$ cat src/rtl/sec32_pkg.sv
// Shared definitions for the 32-bit SEC code: widths, check-bit function and inject mask helper.
// The decoder bench reference model imports sec32_check from here as well.
package sec32_pkg;
  localparam int DATA_W = 32;
  localparam int CHK_W  = 8;
  localparam int NGRP   = DATA_W / 4;
  localparam int INJ_W  = 6;
  localparam int CW_W   = DATA_W + CHK_W;
  localparam int FX_W   = 2 * CHK_W;

  // Nibble parities f and interleaved parities xe, packed as {xe, f}.
  function automatic logic [FX_W-1:0] sec32_fx(input logic [DATA_W-1:0] d);
    logic [CHK_W-1:0] f, xe;
    for (int j = 0; j < NGRP; j++) f[j] = ^d[4*j +: 4];
    for (int k = 0; k < 4; k++) begin
      xe[k]   = d[k]    ^ d[k+4]  ^ d[k+8]  ^ d[k+12];
      xe[k+4] = d[k+16] ^ d[k+20] ^ d[k+24] ^ d[k+28];
    end
    return {xe, f};
  endfunction

  // Fold nibble parities into pair terms g and combine with xe; low half of xe pairs
  // with the upper-byte g terms and vice versa.
  function automatic logic [CHK_W-1:0] sec32_ic(input logic [CHK_W-1:0] f,
                                                input logic [CHK_W-1:0] xe);
    logic [CHK_W-1:0] g;
    g[0] = f[0] ^ f[1];
    g[1] = f[2] ^ f[3];
    g[2] = f[0] ^ f[2];
    g[3] = f[1] ^ f[3];
    g[4] = f[4] ^ f[5];
    g[5] = f[6] ^ f[7];
    g[6] = f[4] ^ f[6];
    g[7] = f[5] ^ f[7];
    return {xe[7:4] ^ g[3:0], xe[3:0] ^ g[7:4]};
  endfunction

  function automatic logic [CHK_W-1:0] sec32_check(input logic [DATA_W-1:0] d);
    logic [FX_W-1:0] fx;
    fx = sec32_fx(d);
    return sec32_ic(fx[CHK_W-1:0], fx[FX_W-1:CHK_W]);
  endfunction

  // One-hot flip mask over the {ic, d} codeword; positions 40-63 give an empty mask.
  function automatic logic [CW_W-1:0] sec32_flip(input logic [INJ_W-1:0] b);
    logic [CW_W-1:0] m;
    for (int i = 0; i < CW_W; i++) m[i] = (b == INJ_W'(i));
    return m;
  endfunction
endpackage

$ cat src/rtl/sec32_pipe_stage.sv
// Payload + valid register with a stall enable; holds contents while en is low.
module sec32_pipe_stage #(
  parameter int W = 32
) (
  input  logic         Gclk,
  input  logic         Grst,
  input  logic         en,
  input  logic         in_v,
  input  logic [W-1:0] in_d,
  output logic         out_v,
  output logic [W-1:0] out_d
);
  // Load on enable, clear on reset.
  always_ff @(posedge Gclk) begin
    if (Grst) begin
      out_v <= 1'b0;
      out_d <= '0;
    end else if (en) begin
      out_v <= in_v;
      out_d <= in_d;
    end
  end
endmodule

$ cat src/rtl/sec32_check_encoder.sv
// Two-stage SEC check-bit encoder with valid/ready on both sides and an accepted-word counter.
// Optional error injection enabled by defining SEC32_ERR_INJECT_EN.
module sec32_check_encoder
  import sec32_pkg::*;
#(
  parameter int CNT_W   = 16,
  parameter bit R_DRIVE = 1'b1
) (
  input  logic              Gclk,
  input  logic              Grst,
  input  logic              Gin_valid,
  output logic              Gin_ready,
  input  logic [DATA_W-1:0] Gin_data,
  output logic              Gout_valid,
  input  logic              Gout_ready,
  output logic [DATA_W-1:0] Gout_id,
  output logic [CHK_W-1:0]  Gout_ic,
  output logic              Gout_r,
  output logic [CNT_W-1:0]  Gword_cnt
`ifdef SEC32_ERR_INJECT_EN
  ,
  input  logic              Ginj_en,
  input  logic [INJ_W-1:0]  Ginj_bit
`endif
);
  localparam int STAGES = 2;

  logic [STAGES:0]          vld_pipe;
  logic                     adv1;
  logic [FX_W+DATA_W-1:0]   s1_q;
  logic [CW_W-1:0]          s2_d, s2_q, inj_mask;
  logic [CHK_W-1:0]         s1_ic;

  assign vld_pipe[0] = Gin_valid;
  // Stage 2 moves when empty or drained; stage 1 may also fill a bubble while stage 2 stalls.
  assign adv1      = ~vld_pipe[2] | Gout_ready;
  assign Gin_ready = ~vld_pipe[1] | adv1;

  sec32_pipe_stage #(.W(FX_W + DATA_W)) u_s1 (
    .Gclk  (Gclk),
    .Grst  (Grst),
    .en    (Gin_ready),
    .in_v  (vld_pipe[0]),
    .in_d  ({sec32_fx(Gin_data), Gin_data}),
    .out_v (vld_pipe[1]),
    .out_d (s1_q)
  );

  assign s1_ic = sec32_ic(s1_q[DATA_W +: CHK_W], s1_q[DATA_W+CHK_W +: CHK_W]);
  assign s2_d  = {s1_ic, s1_q[DATA_W-1:0]} ^ inj_mask;

  sec32_pipe_stage #(.W(CW_W)) u_s2 (
    .Gclk  (Gclk),
    .Grst  (Grst),
    .en    (adv1),
    .in_v  (vld_pipe[1]),
    .in_d  (s2_d),
    .out_v (vld_pipe[2]),
    .out_d (s2_q)
  );

`ifdef SEC32_ERR_INJECT_EN
  logic             inj_armed;
  logic [INJ_W-1:0] inj_bit;

  assign inj_mask = inj_armed ? sec32_flip(inj_bit) : '0;

  // Arm on request (latest request wins); disarm once a word has taken the flip into stage 2.
  always_ff @(posedge Gclk) begin
    if (Grst) begin
      inj_armed <= 1'b0;
      inj_bit   <= '0;
    end else if (Ginj_en) begin
      inj_armed <= 1'b1;
      inj_bit   <= Ginj_bit;
    end else if (vld_pipe[1] && adv1) begin
      inj_armed <= 1'b0;
    end
  end
`else
  assign inj_mask = '0;
`endif

  assign Gout_valid         = vld_pipe[2];
  assign {Gout_ic, Gout_id} = s2_q;
  assign Gout_r             = vld_pipe[2] ? R_DRIVE : 1'b0;

  // Count every input handshake, wrapping naturally.
  always_ff @(posedge Gclk) begin
    if (Grst) Gword_cnt <= '0;
    else if (Gin_valid && Gin_ready) Gword_cnt <= Gword_cnt + 1'b1;
  end
endmodule
$ cat config.mk
export PLATFORM = sky130hd
export DESIGN_NAME = sec32_check_encoder
export DESIGN_NICKNAME = d
export VERILOG_FILES = /design/src/rtl/sec32_pkg.sv /design/src/rtl/sec32_pipe_stage.sv /design/src/rtl/sec32_check_encoder.sv
export SDC_FILE = /design/constraint.sdc
export NUM_CORES = 1
export LEC_CHECK = 0
export ABC_CLOCK_PERIOD_IN_PS = 4760
export BUFFER_PORTS_ARGS = -buffer_cell sky130_fd_sc_hd__buf_4
export CAP_MARGIN = 20
export CELL_PAD_IN_SITES_DETAIL_PLACEMENT = 0
export CELL_PAD_IN_SITES_GLOBAL_PLACEMENT = 2
export CORE_UTILIZATION = 34
export CTS_CLUSTER_SIZE = 40
export DETAILED_ROUTE_END_ITERATION = 12
export PLACE_DENSITY_LB_ADDON = 0.2
export SYNTH_ARGS = -nofsm -noshare
export SYNTH_HDL_FRONTEND = slang
export SYNTH_SLANG_ARGS = --single-unit
$ cat constraint.sdc
create_clock -name Gclk -period 4.76 [get_ports Gclk]
set_input_delay 0.952 -clock Gclk [delete_from_list [all_inputs] [get_ports Gclk]]
set_output_delay 0.952 -clock Gclk [all_outputs]
set_load 0.03 [all_outputs]
# Word-level counts from Yosys, hierarchy flattened
# Index checks and enable logic that the tools add are counted.
[totals]
reg_bits = 106
latch_bits = 0
ramBits = 0
rom_bits = 0
input_bits = 36
output_inout_bits = 59
wordCells = 54
mem_count = 0
[op_classes]
add_sub_neg = 1
multipliers = 0
n_div = 0
magnitude_cmp = 0
n_eq_ne = 0
n_shift = 0
muxes = 1
bitwise = 38
reduce_logical = 9
[op_table]
columns = ["operator", "count"]
rows = [
  ["$reduce_xor 4->1", 8],
  ["$xor 1x1->1", 32],
  ["$add 16x1->16 const B", 1],
  ["$xor 4x4->4", 2],
  ["$not 1->1", 2],
  ["$or 1x1->1", 2],
  ["$logic_and 1x1->1", 1],
  ["$mux 1", 1],
]

# Depth between registers and ports, before layout
[depth]
word_depth = 4
ltp_mapped = 7
depth_no_buf = 5

# Hierarchy
# From an unflattened synthesis, not the netlist that was laid out.
[unflattened]
cells_unflattened = 443
area_unflattened_um2 = 4575.6
[by_module_without_submodules]
columns = ["mod", "n_inst", "cells_per_inst", "area_each_um2"]
rows = [
  ["sec32_pipe_stage at u_s1", 1, 158, 1744.2],
  ["sec32_pipe_stage at u_s2", 1, 133, 1507.7],
  ["sec32_check_encoder", 1, 152, 1323.8],
]

# Worst setup path before layout
# OpenSTA, ideal clock, no wires.
[synth_path]
path_type = "input to output"
start = "input Gout_ready"
end = "output Gin_ready"
t_arrival_ns = 1.800
required_ns = 3.808
slack_ns = 2.008
path_stages = 4
n_path_buf = 2
cell_sequence = "and3b_1 buf_6 inv_4 clkbuf_1"
[synth_between]
elab_chain_cells = 2
[synth_lines]
columns = ["item", "line", "rtl"]
rows = [
  ["from (decl)", "sec32_check_encoder.sv:15", "input logic Gout_ready,"],
  ["$or 1x1->1", "sec32_check_encoder.sv:36", "assign adv1 = ~vld_pipe[2] | Gout_ready;"],
  ["$or 1x1->1", "sec32_check_encoder.sv:37", "assign Gin_ready = ~vld_pipe[1] | adv1;"],
  ["to (decl)", "sec32_check_encoder.sv:12", "output logic Gin_ready,"],
]
# Every way passes these cells.

# Worst setup path in the final report
# Ends and elaborated chain as after synthesis.

==> flow_summary.ini <==
[finish]
syn2layout_area_growth_pct = 25.04
final-seq-area_mm2 = 0.002122
nNetsFinal = 634
fin_util_pct = 43.45
fill_cells = 1314
final_cell_mix = 149 x nand2_1, 106 x dfxtp_1, 96 x buf_4, 80 x a21oi_1, 66 x xnor2_1
instances_no_fill = 774
final_cell_area_mm2 = 0.005461
layout_commonest_cell = nand2_1
layout-drive-gt1-share_pct = 19.44
multiInputGateArea_mm2 = 0.002077
diodes = 0

[setup_path]
end_kind = primary output
endpoint = Gin_ready
startpoint_type = primary input
r2r_end = Gword_cnt[14]
cp.required_ps = 3810
arrival_ps = 2080
ff2ff_path_depth = 5
crit_type = in2out
timing.rr.start = u_s2.out_v
crit_fanout = 73
ff2ff_setup_slack_ps = 2630
crit_start = Gout_ready

[place]
place_congestion = 0.7178
dp_cells = 757
postPlaceCellArea_mm2 = 0.005149
pre_cts_ws_ps = 1700
numPortBuffers = 94
place_hpwl_um = 6550

[cts]
cts_buffers = 9
htree_levels = 3
post_cts_buffers = 0
ctsRootBufferMaster = clkbuf_16
cts_buffer_depth = 2
clkLatencyLatePin_ps = 340
path_clk_slew_ps = 60
holdBufCountCts = 0
clock_sinks = 106
cts-resized-gates = 0
cts_tree = yes

[routing]
antenna_left = 0
routedWlPerCell_um = 12.94
viasPerCell = 4.585
wirelength_um = 10020
vias = 3549
drt-pass1-iter-count = 6
drtIter0Drc = 249
drc = 0

[sta]
rsz0062_at_grt = no
final_max_slew_viol_count = 0
fin_crit_ps = 3034
relSlewSlack_pct = 36.09
setup_viol = 0
hold_ws_ps = 451.3
hold_viol = 0
fmax_mhz = 329.6
finalSetupTns_ps = 0
clock_skew_ps = 4.482
fin_crit_sh_pct = 63.73
final.setup.worst_slack_ps = 1726
worst_slew_pin_slew_ps = 956.7

[die]
die_height_um = 115.3
io_pins = 95
coreArea_mm2 = 0.01257
die_width_um = 115.3
rows = 41
die_area_mm2 = 0.01330
start_util_pct = 34.75

[global_routing]
grt_use_total_pct = 15.83
grt_remaining_overflow = 0
antenna_found_initial = 0
grt_pass1_vias = 3357
grt_pass1_wl_um = 16530
grt_start_max_net_pins = 107

[run]
maxCapViolCount = 0

[synth]
synthCells = 524
synth_top_cell_by_area = dfxtp_1
yosysTopAreaCellShare_pct = 48.58
synth-edff-count = 0
ys_seq_area_share_pct = 48.58
avgSynthCellArea_um2 = 8.336
ys_seq_elements = 106
ys_types = 32
syn_nets = 561
async_flop_share_pct = 0
synth_area_mm2 = 0.004368
synthFlopType = dfxtp_1
yosys_warnings = 0
synth_area_leaders = dfxtp_1 49%, xnor2_1 13%, nand2_1 13%

[pwr]
peakVddDrop_v = 0.0001579
power_density_mw_per_mm2 = 374.9
cellLeakagePower_nw = 2.190
total_power_mw = 2.048

[status]
status = complete, no violations

[min_path]
hold_class = reg2reg
-- layout make-up --
cell class                 instances  area share [%]
multi-input combinational        380           38.03
sequential                       106           38.85
inverter                           3          0.2520
timing repair buffer              97           13.70
clock inverter                     1          0.1375
clock buffer                      15           5.086
tap                              172           3.940
-- synthesized netlist by cell type (all sizes together), types with 2 or more instances --
cell type,n
nand2b,2
nand2,149
or3,2
xnor2,66
xor2,6
inv,3
clkbuf,27
nand4,4
or4,5
nand3,6
a211oi,16
dfxtp,106
and3,2
nor2,28
a21oi,80
o31ai,5
buf,8
o21ai,2
-- layer usage --
metal,global-route usage (%),wire (um)
met1,20.70,4826
met4,6.147,145
met3,3.374,457
met5,0,0
met2,25.47,4589
-- logic make-up (layout without fill, tap and decap cells) --
family | Yosys count | in the layout | share of synthesized area [%]
compound gates | 103 | 103 | 13.00
xor+xnor | 72 | 72 | 14.44
simple gates | 204 | 204 | 19.65
fa+ha+maj | 1 | 1 | 0.2864
buf+inv | 38 | 116 | 4.039
flops | 106 | 106 | 48.58
-- sequential cells by signal (all words and copies together) (netlist names) --
| signal | cells |
|---|---|
| u_s1.out_v | 1 |
| u_s1.out_d | 48 |
| u_s2.out_v | 1 |
| Gword_cnt | 16 |
| u_s2.out_d | 40 |
-- worst min-delay path by stage --
stage,from,cells after the start,end
after CTS,u_s2.out_d[8],2,u_s2.out_d[8]
after floorplan,u_s1.out_d[0],2,u_s1.out_d[0]
after global routing,u_s2.out_d[29],2,u_s2.out_d[29]
final,u_s2.out_d[21],2,u_s2.out_d[21]
after global placement,u_s1.out_d[24],2,u_s1.out_d[24]
after detailed placement,u_s2.out_d[13],2,u_s2.out_d[13]
-- critical path, stage by stage --
cell	delay (ps)
buf_4	100
and3b_1	210
inv_4	500
buf_4	280
-- report_power, final --
part           leakage [nW]  total (mW)  internal (mW)  switching, mW
clock network         0.136       0.713          0.399          0.314
logic                  1.18       0.339          0.157          0.182
registers             0.875       0.995          0.952         0.0434
No activity file was read; power rests on OpenSTA's default activity.
